==> src/rtl/mesh_term_tx.sv <==
// mesh_term_tx: terminal transmit queue that formats local packets, filters bad destinations
// and feeds them in order to the mesh router, with drop/sent statistics.
module mesh_term_tx #(
   parameter int         pckg_sz    = 40,
   parameter int         fifo_depth = 4,
   parameter int         ROWS       = 4,
   parameter int         COLUMS     = 4,
   parameter logic [7:0] bdcst      = 8'hFF,
   parameter logic [3:0] id_row     = 4'd0,
   parameter logic [3:0] id_col     = 4'd1
) (
   input  logic               clk,
   input  logic               reset,
   input  logic               wr_en,
   input  logic [3:0]         wr_row,
   input  logic [3:0]         wr_col,
   input  logic               wr_bcst,
   input  logic               wr_mode,
   input  logic [pckg_sz-18:0] wr_payload,
   output logic               full,
   output logic [pckg_sz-1:0] data_out_i_in,
   output logic               pndng_i_in,
   input  logic               popin,
   output logic [7:0]         drop_cnt,
   output logic [15:0]        sent_cnt,
   output logic               err_underflow
);
   localparam int aw = $clog2(fifo_depth);
   localparam logic [4:0] row_max = 5'(ROWS + 1);
   localparam logic [4:0] col_max = 5'(COLUMS + 1);
   logic [pckg_sz-1:0] mem [fifo_depth];
   logic [aw-1:0] rd_ptr, wr_ptr;
   logic [aw:0] count;
   logic [7:0] dest;
   logic addr_bad, do_pop, accept, reject;
   always_comb begin
      dest = wr_bcst ? bdcst : {wr_row, wr_col};
      addr_bad = !wr_bcst && ({1'b0, wr_row} > row_max || {1'b0, wr_col} > col_max || dest == {id_row, id_col});
      do_pop = popin && pndng_i_in;
      // a full queue still takes a push when the head leaves on the same edge
      accept = wr_en && !addr_bad && (!full || popin);
      reject = wr_en && !accept;
   end
   // occupancy never exceeds fifo_depth, a power of two, so its top bit is the full flag
   assign full = count[aw];
   assign pndng_i_in = count != '0;
   assign data_out_i_in = pndng_i_in ? mem[rd_ptr] : '0;
   always_ff @(posedge clk or negedge reset) begin
      if (!reset) begin
         rd_ptr <= '0;
         wr_ptr <= '0;
         count <= '0;
         drop_cnt <= '0;
         sent_cnt <= '0;
         err_underflow <= 1'b0;
         for (int i = 0; i < fifo_depth; i++) mem[i] <= '0;
      end else begin
         if (accept) begin
            mem[wr_ptr] <= {8'h00, dest, wr_mode, wr_payload};
            wr_ptr <= wr_ptr + 1'b1;
         end
         if (do_pop) begin
            rd_ptr <= rd_ptr + 1'b1;
            sent_cnt <= sent_cnt + 16'd1;
         end
         count <= (accept && !do_pop) ? count + 1'b1 : (!accept && do_pop) ? count - 1'b1 : count;
         if (reject && drop_cnt != 8'hFF) drop_cnt <= drop_cnt + 8'd1;
         if (popin && !pndng_i_in) err_underflow <= 1'b1;
      end
   end
endmodule

==> config.mk <==
export PLATFORM = sky130hd
export DESIGN_NAME = mesh_term_tx
export DESIGN_NICKNAME = d
export VERILOG_FILES = /design/src/rtl/mesh_term_tx.sv
export SDC_FILE = /design/constraint.sdc
export NUM_CORES = 1
export LEC_CHECK = 0
export ABC_CLOCK_PERIOD_IN_PS = 2400
export CORE_MARGIN = 2
export CORE_UTILIZATION = 30
export DETAILED_ROUTE_END_ITERATION = 16
export GPL_TIMING_DRIVEN = 0
export REMOVE_ABC_BUFFERS = 1
export SYNTH_ARGS = -nofsm -noshare
export SYNTH_HDL_FRONTEND = slang
export SYNTH_SLANG_ARGS = --single-unit
==> constraint.sdc <==
create_clock -name clk -period 2.4 [get_ports clk]
set_input_delay 0.24 -clock clk [delete_from_list [all_inputs] [get_ports clk]]
set_output_delay 0.24 -clock clk [all_outputs]
set_load 0.01 [all_outputs]
==> metrics.txt, run 1 <==
Pleak=3.971 nW; sequential fraction of the synthesis area=0.5503; maximum vdd ir drop=0.5241 mV; Final Hold Fails=0; crit path launch=rd_ptr[0]; design area=between 9000 and 10,000 sq um; area of the die=25,510 sq um; Post-DP HPWL=11,800 microns; Switching Power=0.004061 W; Port Buffer Count=95; clock sinks=160; most common cell after layout, fill and taps aside=dfrtp_1; register bit total from synthesis=160; chip width=159.7 microns; Final #Nets=~690; WS Path Type=reg2out; vias=4,633; first drt pass iteration count=4; Warnings, synthesis=0; Final Max Slew Viols=0; mapped cell area=~7300 sq um; RSZ-0062 raised after global routing=no; Max-cap violations=0; Yosys cell types=34; Critical Path AT=about 2.1 ns; Congestion Overflow GR=0; via/cell ratio=4.723; Top Ports=104; Pint=a little over 0.009 W; Seq pwr share=0.360; worst rel slew slack=0.5053; Reg clk slew, reported paths=0.07 ns; Area Overhead vs Synth=31.30%; GRT Util Overall=0.1379; Tmin final=2.298 ns; die height=around 160 microns; Area after DPL=8760 sq um; CTS buffer count=17; Initial Utilization=0.3081; 1st-iter DRT viols=177; post-synth top area share=0.5503; ANT nets after route=0; most frequent cells in the layout=dfrtp_1 (157), mux2_2 (98), clkdlybuf4s50_1 (61), nor2_1 (46), nor2b_1 (35); vias in the first global route=just over 5,000; Max Freq=0.4352 GHz; Worst Skew=slightly below 0.007 ns; CTS H-tree depth=4; Skew-Pair Late Insertion Delay=0.42 ns; initial antenna violation count=0; status=complete, no violations; biggest area consumer among synthesized cells=dfrtp_1; Post-Route WL=~17,000 microns; drt drc=0; Placed Instances=935; Worst-Margin Slew=0.7421 ns; CTS root buf=clkbuf_16; PD cells=1372 nW/um^2; Gate Count Post-Synth=533; Final GP Congestion=0.7210; CP startpoint kind=flip-flop; WL/cell=17.10 microns; largest net degree at the start of global routing=85; Hold Slack=0.3961 ns; Layout Cells excl Fill=981; synth top area cells=dfrtp_1 (55%), mux2_2 (15%), mux4_2 (9.9%); final period utilization=0.9574; final setup fails=0; CP max FO=19; Avg Cell Area, Syn=~14 sq um; switch share=0.3098; area of the core=23,610 sq um; clock share of power=0.236; Row Count=56; CTS tree=done; Logic pwr share=0.404; global-route wire length before repair=27,500 microns; Final Worst Setup Slack=0.1021 ns; CTS Buffer Depth=2; Worst Path Required=2.16 ns; Setup crit end kind=output pin; share of cells above drive strength 1=0.3142; Tightest Hold Check Type=in2async; worst reg2reg startpoint=count[2]; Setup WS pre-CTS=-0.7018 ns; number of inserted diodes=0
-- metal layers --
| metal | part of all wire | GRT usage | vias up |
|---|---|---|---|
| met2 | 0.52 | 0.2416 | 95 |
| li1 | - | - | 2086 |
| met4 | 0.0099 | 0.03512 | 0 |
| met1 | 0.43 | 0.1697 | 2436 |
| met3 | 0.039 | 0.03532 | 16 |
| met5 | 0 | 0 | - |
-- per-stage QoR --
stage / util / TNS, ns / total power [W]
after floorplan: - / -199.95 / 0.007799
after global placement: 0.3582 / -1460.27 / 0.009973
after detailed placement: 0.3710 / -54.42 / 0.01042
after CTS: 0.4028 / 0 / 0.01329
after global routing: 0.4046 / 0 / 0.01397
final: 0.4046 / 0 / 0.01311
-- sequential cells by signal, summed over array words and instances, names as in the netlist --
name           count
count              3
drop_cnt           8
err_underflow      1
mem              128
rd_ptr             2
sent_cnt          16
wr_ptr             2
-- worst max-delay path, stage by stage, from the launching register on --
cell and delay (ns):
dfrtp_4 0.44, buf_12 0.21, mux4_2 0.52, nor2b_1 0.16
dlygate4sd2_1 0.29
-- logic make-up (layout without fill, tap and decap cells) --
kind of cell,Yosys count,count (layout),synth area share
compound gates,38,38,0.03267
xor+xnor,28,28,0.03371
fa+ha+maj,8,8,0.01479
buf+inv,45,167,0.03095
flops,160,160,0.5503
mux,130,130,0.2507
other cells,1,8,0.0005154
simple gates,123,123,0.08633
-- final timing paths --
path                       slack [ns]                end  depth (start not counted)
min                              0.40        drop_cnt[1]                          2
min reg2reg                      0.46      err_underflow                          1
min in group clk                 0.46      err_underflow                          1
max reg2reg                      0.18           mem[126]                          7
max                              0.10  data_out_i_in[17]                          4
max in group asynchronous        1.11           mem[131]                          3
-- final cells by class --
type / count / area, sq um
clock buffers: 20 / 436.7
clock inverters: 12 / 230.2
fillers: 2210 / 14060
inverters: 8 / 30.03
multi-input cells: 335 / 3143
flip-flops and latches: 160 / 4013
well taps: 319 / 399.1
repair buffers: 127 / 1301
-- power groups by stage --
| stage | Clock [W] | Sequential [W] | Combinational [W] |
|---|---|---|---|
| 2_1_floorplan | 0 | 0.00470 | 0.00310 |
| 3_3_place_gp | 0 | 0.00489 | 0.00509 |
| 3_5_place_dp | 0 | 0.00486 | 0.00557 |
| 4_1_cts | 0.00317 | 0.00474 | 0.00539 |
| 5_1_grt | 0.00329 | 0.00489 | 0.00578 |
| 6_report | 0.00309 | 0.00472 | 0.00529 |
-- repair_timing --
action	4_1_cts	5_1_grt
hold endpoints to repair	76	0
pin swaps	5	1
setup buffers	10	3
endpoints found under the setup margin	106	17
hold buffers	1	0
resized for setup	39	7
-- cell usage after synthesis, drive strengths merged --
library cell  instances
mux4                 32
nor2                 47
o221ai                2
nor2b                35
and3                  2
a211oi                1
conb                  1
and4                  1
or2                   1
ha                    7
or3b                  1
nand2b                1
or4                   1
nor3                  4
mux2                 98
xor2                 10
clkbuf               13
buf                  24
nand4                 5
nand2                12
o21ai                 1
nand3                 7
or3                   1
nor3b                 4
a21oi                33
xnor2                18
dfrtp               160
and2                  1
a21o                  1
inv                   8
fa                    1
Power figures use the tool's default switching activity.
==> inputs of run 2 (changes only) <==
--- a/config.mk
+++ b/config.mk
@@ -5,12 +5,13 @@
 export SDC_FILE = /design/constraint.sdc
 export NUM_CORES = 1
 export LEC_CHECK = 0
-export ABC_CLOCK_PERIOD_IN_PS = 2400
+export ABC_CLOCK_PERIOD_IN_PS = 2300
 export CORE_MARGIN = 2
-export CORE_UTILIZATION = 30
+export CORE_UTILIZATION = 32
 export DETAILED_ROUTE_END_ITERATION = 16
 export GPL_TIMING_DRIVEN = 0
 export REMOVE_ABC_BUFFERS = 1
+export SLEW_MARGIN = 20
 export SYNTH_ARGS = -nofsm -noshare
 export SYNTH_HDL_FRONTEND = slang
 export SYNTH_SLANG_ARGS = --single-unit
==> constraint.sdc (replaced) <==
create_clock -name clk -period 2.3 [get_ports clk]
set_input_delay 0.23 -clock clk [delete_from_list [all_inputs] [get_ports clk]]
set_output_delay 0.23 -clock clk [all_outputs]
set_load 0.01 [all_outputs]
==> run 2 against run 1 <==
Net effect: register-to-register slack worse by 0.09 ns; via count increased by 0.43%; first-iteration DRC count increased by 3.4%; routed wire length is 0.42% higher; clock-buffer cell count fell by 2; combinational power increased by 9.6%; clock skew rose by 0.00069 ns; non-clock buffer count grew 19; critical path type unchanged.
==> metrics.txt, run 2 (synthesis gave the netlist of run 1 again) <==
worst rel slew slack=0.5926; WS Path Type=reg2out; Logic pwr share=0.428; share of cells above drive strength 1=0.3818; vias=around 4,700; chip width=roughly 150 microns; CTS root buf=clkbuf_16; critical path's top delay family=buffers and inverters; vias in the first global route=about 5,200; Worst Path Required=2.07 ns; Congestion Overflow GR=0; Top Registers=mem x128, sent_cnt x16, drop_cnt x8; crit path cell chain=buf_12 -> buf_4 -> mux4_2 -> nor2b_1 -> clkdlybuf4s15_1; Worst-Margin Slew=0.6089 ns; via/cell ratio=a little under 5; first drt pass iteration count=6; Final Worst Setup Slack=roughly 0.052 ns; area of the core=between 20,000 and 25,000 sq um; Reg clk slew, reported paths=0.07 ns; Final #Nets=713; Max Freq=0.4449 GHz; reg-to-reg endpoint=mem[102]; global-route wire length before repair=between 20,000 and 30,000 microns; Setup WS pre-CTS=-0.8497 ns; Seq pwr share=0.364; drt drc=0; Final GP Congestion=0.6820; switch share=0.3218; CP startpoint kind=flip-flop; Final Hold Fails=0; CTS buffer count=17; max reg flops=around 130; Skew-Pair Late Insertion Delay=between 0.4 and 0.5 ns; status=complete, no violations; clock share of power=0.208; CTS H-tree depth=4; Row Count=55; Final Max Slew Viols=0; 1st-iter DRT viols=183; worst reg2reg startpoint=count[2]; CP max FO=6; initial antenna violation count=0; Post-DP HPWL=11,770 microns; most frequent cells in the layout=dfrtp_1 (157), mux2_2 (98), clkdlybuf4s50_1 (60), nor2_1 (46), nor2b_1 (33); Max-cap violations=0; CTS tree=done; cells on worst reg2reg path=8; Critical Path AT=about 2 ns; final setup fails=0; Pint=just over 0.009 W; flop2flop setup slack=0.09 ns; Initial Utilization=0.3233; die height=154.8 microns; Worst Skew=0.007489 ns; clock sinks=160; Post-Route WL=16,840 microns; area of the die=around 24,000 sq um; number of inserted diodes=0; most common cell after layout, fill and taps aside=dfrtp_1; RSZ-0062 raised after global routing=no; CTS Buffer Depth=2; Port Buffer Count=95; Tightest Hold Check Type=in2async; largest register by flop count=mem; PD cells=1421 nW/um^2; Area Overhead vs Synth=31.13%; Tmin final=2.248 ns; Worst Path Buf+Inv=3; largest net degree at the start of global routing=89; ANT nets after route=0; Top Ports=104; Setup crit end kind=output pin; crit path launch=rd_ptr[0]; Switching Power=around 0.0044 W; WL/cell=17.43 microns; Pleak=about 4 nW; GRT Util Overall=0.1503; Final TNS setup=0 ns; maximum vdd ir drop=a little over 0.6 mV; final period utilization=0.9772; CP peak stage delay=0.51 ns; CP max stage cell=dfrtp_4
run 2: changes by cell type in the layout (fill, tap and decap cells not counted), sizes merged:
cell           previous run  this run
clkinvlp                  1         7
clkdlybuf4s50            61        60
dlygate4sd2              33         2
clkdlybuf4s15             0         2
inv                      11        12
clkinv                    2         1
dlymetal6s2s              0         1
clkbuf                   21        37
bufinv                    6         2
buf                      31        61
run 2: timing repair:
item | 4_1_cts | 5_1_grt
hold endpoints to repair | 72 | 0
hold buffers | 1 | 0
gates cloned | 2 | 0
setup buffers | 22 | 2
gates resized for setup | 98 | 28
pin swaps | 5 | 3
endpoints found under the setup margin | 97 | 50
run 2: final cells by class:
cell class                      instances  area [sq um]
Multi-Input combinational cell        335          3158
Sequential cell                       160          4013
Tap cell                              285         356.6
Clock buffer                           18         439.2
Inverter                                8         30.03
Timing Repair Buffer                  146          1388
Clock inverter                         14         156.4
Fill cell                            2028         12960
run 2: worst max path at each step:
stage / end / slack (ns) / cells after the start
after global routing: data_out_i_in[0] / 0.003 / 5
after global placement: mem[128] / -4.99 / 1
after detailed placement: mem[96] / -0.85 / 8
after CTS: mem[96] / -0.001 / 8
final: data_out_i_in[30] / 0.05 / 5
after floorplan: mem[0] / -1.68 / 4
run 2: routing by layer:
layer	global-route usage	wire length, microns	vias to the layer above
li1	-	-	2127
met3	0.04119	671	18
met2	0.2676	8985	101
met4	0.04762	250	0
met5	0	0	-
met1	0.1763	6933	2407
run 2: power groups by stage:
stage	clock [W]	sequential, W	combinational, W
after global routing	0.00307	0.00512	0.00629
after global placement	0	0.00508	0.00530
after CTS	0.00293	0.00494	0.00607
after detailed placement	0	0.00508	0.00576
final	0.00282	0.00494	0.00580
after floorplan	0	0.00490	0.00324
run 2: metrics by stage:
stage                     power (W)  utilization  cells  hold slack [ns]  instance area [sq um]
after floorplan            0.008138            -    503         -0.06559                   7107
after global placement      0.01038       0.3739    883           0.4468                   8414
after detailed placement    0.01084       0.3879    908           0.2330                   8728
after CTS                   0.01395       0.4270    965           0.3630                   9609
after global routing        0.01447       0.4240    966           0.3929                   9540
final                       0.01355       0.4240    966           0.3505                   9540
==> inputs of run 3 (changes only) <==
--- a/config.mk
+++ b/config.mk
@@ -5,7 +5,7 @@
 export SDC_FILE = /design/constraint.sdc
 export NUM_CORES = 1
 export LEC_CHECK = 0
-export ABC_CLOCK_PERIOD_IN_PS = 2300
+export ABC_CLOCK_PERIOD_IN_PS = 1910
 export CORE_MARGIN = 2
 export CORE_UTILIZATION = 32
 export DETAILED_ROUTE_END_ITERATION = 16
==> constraint.sdc (replaced) <==
create_clock -name clk -period 1.91 [get_ports clk]
set_input_delay 0.191 -clock clk [delete_from_list [all_inputs] [get_ports clk]]
set_output_delay 0.191 -clock clk [all_outputs]
set_load 0.01 [all_outputs]
==> run 3 against run 2 <==
Net effect: the flow now finishes with violations (negative setup slack); worst hold slack worse by 0.23 ns; highest routed layer unchanged; sequential power up 21%; critical path depth unchanged.
==> metrics.txt, run 3 (synthesis gave the netlist of run 1 again) <==
Reg clk slew, reported paths=0.06 ns; 1st-iter DRT viols=170; chip width=between 150 and 200 microns; Worst Path Required=1.72 ns; status=finished with violations; cells on worst reg2reg path=8; Congestion Overflow GR=0; initial antenna violation count=0; drt drc=0; Seq pwr share=0.326; switch share=0.3133; Critical Path AT=roughly 2 ns; Post-Route WL=roughly 18,000 microns; Tightest Hold Check Type=in2reg; Area Overhead vs Synth=44.06%; Row Count=55; flop2flop setup slack=-0.04 ns; die height=154.8 microns; maximum vdd ir drop=0.7560 mV; CP Capture Point=data_out_i_in[21]; Worst-Margin Slew=0.6726 ns; Max Freq=0.4665 GHz; reg-to-reg endpoint=count[1]; final period utilization=1.122; Pint=0.01262 W; via/cell ratio=4.812; CTS buffer count=17; PD cells=1754 nW/um^2; worst rel slew slack=0.5499; crit path launch=rd_ptr[0]; vias=between 4,000 and 5,000; fillers=1,938; area of the core=approximately 23,000 sq um; Initial Utilization=0.3233; CP startpoint kind=flip-flop; Top Registers=mem x128, sent_cnt x16, drop_cnt x8; Top Ports=between 100 and 150; global-route wire length before repair=roughly 30,000 microns; most frequent cells in the layout=dfrtp_1 (156), clkdlybuf4s50_1 (54), mux2_2 (50), mux2_4 (48), nor2_1 (46); Max-cap violations=0; Logic pwr share=0.488; share of cells above drive strength 1=0.4608; RSZ-0062 raised after global routing=yes; area of the die=23,960 sq um; ANT nets after route=0; clock sinks=between 150 and 200; Final Worst Setup Slack=-0.2338 ns; GRT Util Overall=0.1635; Port Buffer Count=95; clock share of power=0.187; final setup fails=41; max reg flops=128; most common cell after layout, fill and taps aside=dfrtp_1; WS Path Type=reg2out; CTS H-tree depth=4; number of inserted diodes=0; CTS root buf=clkbuf_16; Final TNS setup=-6.640 ns; worst reg2reg startpoint=count[2]; vias in the first global route=roughly 5,500; CTS tree=done; Switching Power=approximately 0.0058 W; Setup crit end kind=output pin; Hold Slack=0.1251 ns; Final Max Slew Viols=0; Skew-Pair Late Insertion Delay=0.42 ns; largest net degree at the start of global routing=89; Final Hold Fails=0; CP max FO=7; WL/cell=18.40 microns; first drt pass iteration count=5; Post-DP HPWL=around 12,000 microns; CTS Buffer Depth=2; Final GP Congestion=approximately 0.68; Tmin final=2.144 ns; Pleak=approximately 4.5 nW; Final #Nets=746; largest register by flop count=mem; Worst Skew=a little over 0.007 ns; Setup WS pre-CTS=-1.201 ns; failing checks=negative setup slack
-- run 3: worst max-delay path, stage by stage, from the launching register on --
cell and delay [ns]:
dfrtp_4 0.46, buf_12 0.14, buf_12 0.14, mux4_2 0.49, nor2b_1 0.15, buf_2 0.14
-- run 3: stage by stage --
stage	cell area [sq um]	std cells	total power, W	util
3_5_place_dp	8728	908	0.01306	0.3879
5_1_grt	10480	999	0.01952	0.4658
6_report	10480	999	0.01838	0.4658
4_1_cts	10280	996	0.01793	0.4569
2_1_floorplan	7107	503	0.009800	-
3_3_place_gp	8414	883	0.01250	0.3739
-- run 3: worst min-delay path by stage --
stage,start,end,slack [ns],cells after the start
2_1_floorplan,reset,count[0],-0.10,0
3_3_place_gp,err_underflow,err_underflow,0.45,1
3_5_place_dp,reset,drop_cnt[1],0.19,1
4_1_cts,wr_row[2],mem[30],0.21,3
5_1_grt,wr_row[0],mem[148],0.14,3
6_report,wr_row[0],mem[108],0.13,3
-- run 3: power by group through the flow --
stage,Clock (W),Combinational [W],Sequential (W)
after detailed placement,0,0.00694,0.00612
after CTS,0.00353,0.00843,0.00598
final,0.00343,0.00897,0.00598
after global placement,0,0.00638,0.00612
after global routing,0.00371,0.00961,0.00619
after floorplan,0,0.00390,0.00590
-- run 3: layer usage --
metal	vias up	GRT usage	share of wire
li1	2193	-	-
met1	2481	0.1963	0.42
met2	107	0.2917	0.53
met3	26	0.03614	0.030
met4	0	0.05335	0.022
met5	-	0	0
-- run 3: cell type report --
| cell class | count | area, sq um | share of cell area |
|---|---|---|---|
| Clock buffer | 18 | 439.2 | 0.04190 |
| Clock inverter | 14 | 156.4 | 0.01492 |
| Inverter | 8 | 30.03 | 0.002865 |
| Multi-Input combinational cell | 335 | 3518 | 0.3357 |
| Sequential cell | 160 | 4014 | 0.3830 |
| Tap cell | 285 | 356.6 | 0.03402 |
| Timing Repair Buffer | 179 | 1967 | 0.1877 |
-- run 3: timing repair --
action                                 in CTS  in global routing
pin swaps                                  12                  9
setup buffers                              59                  6
gates cloned                                3                  0
setup endpoints to repair                 147                126
endpoints found under the hold margin      72                  0
hold buffers                                1                  0
gates resized for setup                   283                 44
